File: src/rtl/ha_serial_seq.sv
// Bit-serial adder: one bit per cycle, LSB first, through two cascaded half adders.
// Fixed latency of WIDTH cycles from start acceptance to the result, then a one-cycle done pulse.
module ha_serial_seq #(
  parameter int WIDTH = 8
) (
  input  logic             clk,
  input  logic             rst,
  input  logic             start,
  input  logic             abort,
  input  logic [WIDTH-1:0] a,
  input  logic [WIDTH-1:0] b,
  output logic [WIDTH-1:0] sum,
  output logic             cout,
  output logic             busy,
  output logic             done
);

  localparam int CNT_W = (WIDTH > 1) ? $clog2(WIDTH) : 1;
  localparam logic [CNT_W-1:0] LAST_BIT = CNT_W'(WIDTH - 1);

  typedef enum logic [1:0] {
    S_IDLE = 2'd0,
    S_RUN  = 2'd1,
    S_DONE = 2'd2
  } state_e;

  state_e           state_q;
  logic [CNT_W-1:0] cnt_q;
  logic             carry_q;
  logic [WIDTH-1:0] a_q;
  logic [WIDTH-1:0] b_q;
  logic [WIDTH-1:0] work_q;
  logic [WIDTH-1:0] sum_q;
  logic             cout_q;
  logic             busy_q;
  logic             done_q;

  // Shared 1-bit datapath: operand half adder, then carry-in half adder.
  logic             s1, c1, s_bit, c2, carry_d;
  logic [WIDTH-1:0] work_d;

  assign s1      = a_q[0] ^ b_q[0];
  assign c1      = a_q[0] & b_q[0];
  assign s_bit   = s1 ^ carry_q;
  assign c2      = s1 & carry_q;
  assign carry_d = c1 | c2;
  assign work_d  = {s_bit, work_q[WIDTH-1:1]};

  // NOTE: all state is updated with non-blocking assignments so every register
  // samples the pre-edge values of the others, matching real flip-flop behaviour.
  always_ff @(posedge clk or posedge rst) begin
    if (rst) begin
      state_q <= S_IDLE;
      cnt_q   <= '0;
      carry_q <= 1'b0;
      a_q     <= '0;
      b_q     <= '0;
      work_q  <= '0;
      sum_q   <= '0;
      cout_q  <= 1'b0;
      busy_q  <= 1'b0;
      done_q  <= 1'b0;
    end else begin
      case (state_q)
        S_IDLE: begin
          done_q <= 1'b0;
          if (start) begin
            a_q     <= a;
            b_q     <= b;
            carry_q <= 1'b0;
            cnt_q   <= '0;
            work_q  <= '0;
            busy_q  <= 1'b1;
            state_q <= S_RUN;
          end
        end
        S_RUN: begin
          // A cancel wins over processing the current bit.
          if (abort) begin
            busy_q  <= 1'b0;
            state_q <= S_IDLE;
          end else begin
            a_q     <= a_q >> 1;
            b_q     <= b_q >> 1;
            work_q  <= work_d;
            carry_q <= carry_d;
            cnt_q   <= cnt_q + CNT_W'(1);
            if (cnt_q == LAST_BIT) begin
              sum_q   <= work_d;
              cout_q  <= carry_d;
              done_q  <= 1'b1;
              state_q <= S_DONE;
            end
          end
        end
        S_DONE: begin
          done_q  <= 1'b0;
          busy_q  <= 1'b0;
          state_q <= S_IDLE;
        end
        default: begin
          done_q  <= 1'b0;
          busy_q  <= 1'b0;
          state_q <= S_IDLE;
        end
      endcase
    end
  end

  assign sum  = sum_q;
  assign cout = cout_q;
  assign busy = busy_q;
  assign done = done_q;

endmodule

File: config.mk
export PLATFORM = sky130hd
export DESIGN_NAME = ha_serial_seq
export DESIGN_NICKNAME = d
export VERILOG_FILES = /design/src/rtl/ha_serial_seq.sv
export SDC_FILE = /design/constraint.sdc
export NUM_CORES = 1
export LEC_CHECK = 0
export ABC_AREA = 1
export CAP_MARGIN = 0
export CELL_PAD_IN_SITES_DETAIL_PLACEMENT = 0
export CELL_PAD_IN_SITES_GLOBAL_PLACEMENT = 1
export CORE_MARGIN = 4
export CORE_UTILIZATION = 40
export CTS_BUF_LIST = sky130_fd_sc_hd__clkbuf_16
export DETAILED_ROUTE_END_ITERATION = 6
export HOLD_SLACK_MARGIN = 0.03
export PLACE_DENSITY_LB_ADDON = 0.1
export SLEW_MARGIN = 20
export SYNTH_ARGS = -nofsm -noshare
export SYNTH_HDL_FRONTEND = slang
export SYNTH_SLANG_ARGS = --single-unit
File: constraint.sdc
create_clock -name clk -period 1.7 [get_ports clk]
set_input_delay 0.34 -clock clk [delete_from_list [all_inputs] [get_ports clk]]
set_output_delay 0.34 -clock clk [all_outputs]
set_load 0.01 [all_outputs]
==> flow_summary.toml <==
[route]
drtIter0Drc = 80
drtPass1Iterations = 4
wl_um = 4240
drc = 0
wl_per_cell_um = 12.6
vias = 1576
ant_nets = 0
post_drt_via_cell_ratio = 4.69

[power]
peakVddDrop_uv = 579
p_leak_nw = 1.32
p_per_area_mw_per_mm2 = 1090
fin_total_pwr_mw = 2.77

[die]
start_util = 0.425
dieArea_sq_mm = 0.00641
fp.dieW_um = 80.0
ios = 31
coreArea_sq_mm = 0.00488
die_h_um = 80.0
rows = 25

[cts]
cts_resized = 0
tritoncts = "done"
cts.sinks = 40
htree_levels = 2
cts_root_buf = "clkbuf_16"
clock_path_buffers = 2
hold_buffers = 0
clk_latency_ns = 0.28
cts_made_buffers = 5
postCtsSetupBuffers = 0
path_clk_slew_ns = 0.06

[worst_setup_path]
r2r_slack_ns = 0.18
worst_ep_arrival_time_ns = 1.70
crit_path_start_kind = "flop"
r2r_end = "sum[2]$_DFFE_PP0P_"
slowest_delay_ns = 0.40
end_kind = "flop"
path_max_fanout = 13
cp_slowest_cell = "dfrtp_1"
r2r-start = "cnt_q[0]$_DFFE_PP0P_"
crit_buf_inv = 2
rr_worst_depth = 8
crit_type = "reg2reg"
path_delay_family = "simple AND/OR/NAND/NOR gates"
cp_cell_sequence = "ha_1 -> ha_1 -> inv_1 -> nor2_1 -> nand2_2 -> inv_2 -> nand2_1 -> nand2_1"
cp.required_ns = 1.88

[timing]
max_slew_margin = 0.765
worst_pin_slew_ns = 0.352
rsz0062_at_grt = "no"
setup_violations = 0
period_needed_ns = 1.52
tns_ns = 0
fin_worst_skew_ns = 0.00359
period_share = 0.894
holdWs_ns = 0.410
hold_viol = 0
max_freq_mhz = 658
final.setup.worst_slack_ns = 0.180
slew_violations = 0

[global_routing]
grt_pass1_wl_um = 7410
grt_overflow = 0
grt.total_usage = 0.149
first_global_vias = 1532
grt_start_max_net_pins = 41
antenna_found_initial = 0

[finish]
fin_cells = 336
areaGrowthSynthToFinish_pct = 22.6
fillers = 507
diodes = 0
fin_area_sq_mm = 0.00254
drive_above_1_share = 0.182
nets = 291
final_util = 0.522

[synth]
netlist_area_sq_mm = 0.00208
syn_avg_cell_area_sq_um = 8.83
async_reset_ff_frac = 1.00
yosysTopAreaCell = "dfrtp_1"
synth_top_area_frac = 0.482
synth.yosys.seq_area_share = 0.482
synth.distinct_cells = 21
synth_area_leaders = "dfrtp_1 (48%), nand2_1 (18%), nand3_2 (9.6%), nand3_1 (5.1%), buf_12 (2.9%)"
syn_inst = 235
ys_ff_latch = 40
synth_edf_count = 0
synthFlopType = "dfrtp_1"
yosysMostFrequentCell = "nand2_1"
synth_nets = 258
synth_common_cells = "nand2_1 (102), dfrtp_1 (40), nand3_1 (21)"
yosysWarnings = 0

[flow_run]
max_cap_violations = 0

[worst_hold_path]
hold_path_class = "in2async"

[status]
status = "finished, final reports clean"

[place]
post-dp-hpwl_um = 2830
place_area_sq_mm = 0.00241
gp_congestion = 0.770
portBuffers = 30
post-place-ws_ns = 0.123
placedCellCount = 328
per-layer routing:
metal | share of wire | GRT usage
met5 | 0 | 0
met4 | 0.013 | 0.0557
met2 | 0.44 | 0.217
met1 | 0.51 | 0.211
met3 | 0.042 | 0.0395
layout by cell type, fill, tap and decap left out:
| cell type | Yosys | routed |
|---|---|---|
| clkbuf_16 | 0 | 5 |
| nor2_1 | 5 | 5 |
| inv_2 | 3 | 3 |
| nand3_4 | 1 | 1 |
| inv_1 | 9 | 9 |
| nand2_4 | 2 | 2 |
| dfrtp_1 | 40 | 40 |
| fa_1 | 1 | 1 |
| ha_1 | 2 | 2 |
| clkinv_2 | 0 | 2 |
| nand2_2 | 2 | 2 |
| buf_4 | 3 | 9 |
| nand3_1 | 21 | 21 |
| nand4_1 | 7 | 7 |
| clkinv_1 | 0 | 1 |
| o21ai_0 | 1 | 1 |
| buf_12 | 3 | 1 |
| o21ai_2 | 2 | 2 |
| nor2_2 | 2 | 2 |
| clkdlybuf4s50_1 | 0 | 30 |
| nand3_2 | 20 | 20 |
| nand2_1 | 102 | 102 |
| a21oi_1 | 1 | 1 |
cell type report:
type / count / area [sq um] / share of cell area
sequential: 40 / 1000 / 0.393
multi-input combinational: 169 / 888 / 0.349
clock inverter: 3 / 13.8 / 0.00541
inverter: 12 / 45.0 / 0.0177
tap: 67 / 83.8 / 0.0329
clock buffer: 5 / 125 / 0.0492
timing repair buffer: 40 / 388 / 0.152
worst max path at each step:
| stage | startpoint | to | slack, ns | depth (start not counted) |
|---|---|---|---|---|
| 2_1_floorplan | cnt_q[0]$_DFFE_PP0P_ | done$_DFFE_PP0P_ | 0.41 | 7 |
| 4_1_cts | cnt_q[0]$_DFFE_PP0P_ | sum[2]$_DFFE_PP0P_ | 0.15 | 8 |
| 6_report | cnt_q[0]$_DFFE_PP0P_ | sum[2]$_DFFE_PP0P_ | 0.18 | 8 |
| 3_5_place_dp | abort | sum[2]$_DFFE_PP0P_ | 0.12 | 6 |
| 3_3_place_gp | abort | sum[2]$_DFFE_PP0P_ | 0.12 | 6 |
| 5_1_grt | cnt_q[0]$_DFFE_PP0P_ | sum[4]$_DFFE_PP0P_ | 0.04 | 8 |
worst min-delay path: cells and delay by family:
kind	cells	cell delay, ns
buffers and inverters	3	0.72
registers in the layout, summed over array words and instances (netlist names):
signal and count:
state_q 2, work_q 7, done 1, cnt_q 3, busy 1, a_q 8, carry_q 1, sum 8
b_q 8, cout 1
where the power goes:
group	total [mW]	leakage, nW	internal, mW	switching [mW]
Clock	0.887	0.0710	0.532	0.355
Sequential	1.26	0.530	1.13	0.136
Combinational	0.623	0.722	0.278	0.345
logic make-up after synthesis:
group           share of synthesized area
compound gates                     0.0133
buf+inv                            0.0898
fa+ha+maj                          0.0217
flops                               0.482
simple gates                        0.393
Power figures use the tool's default switching activity.
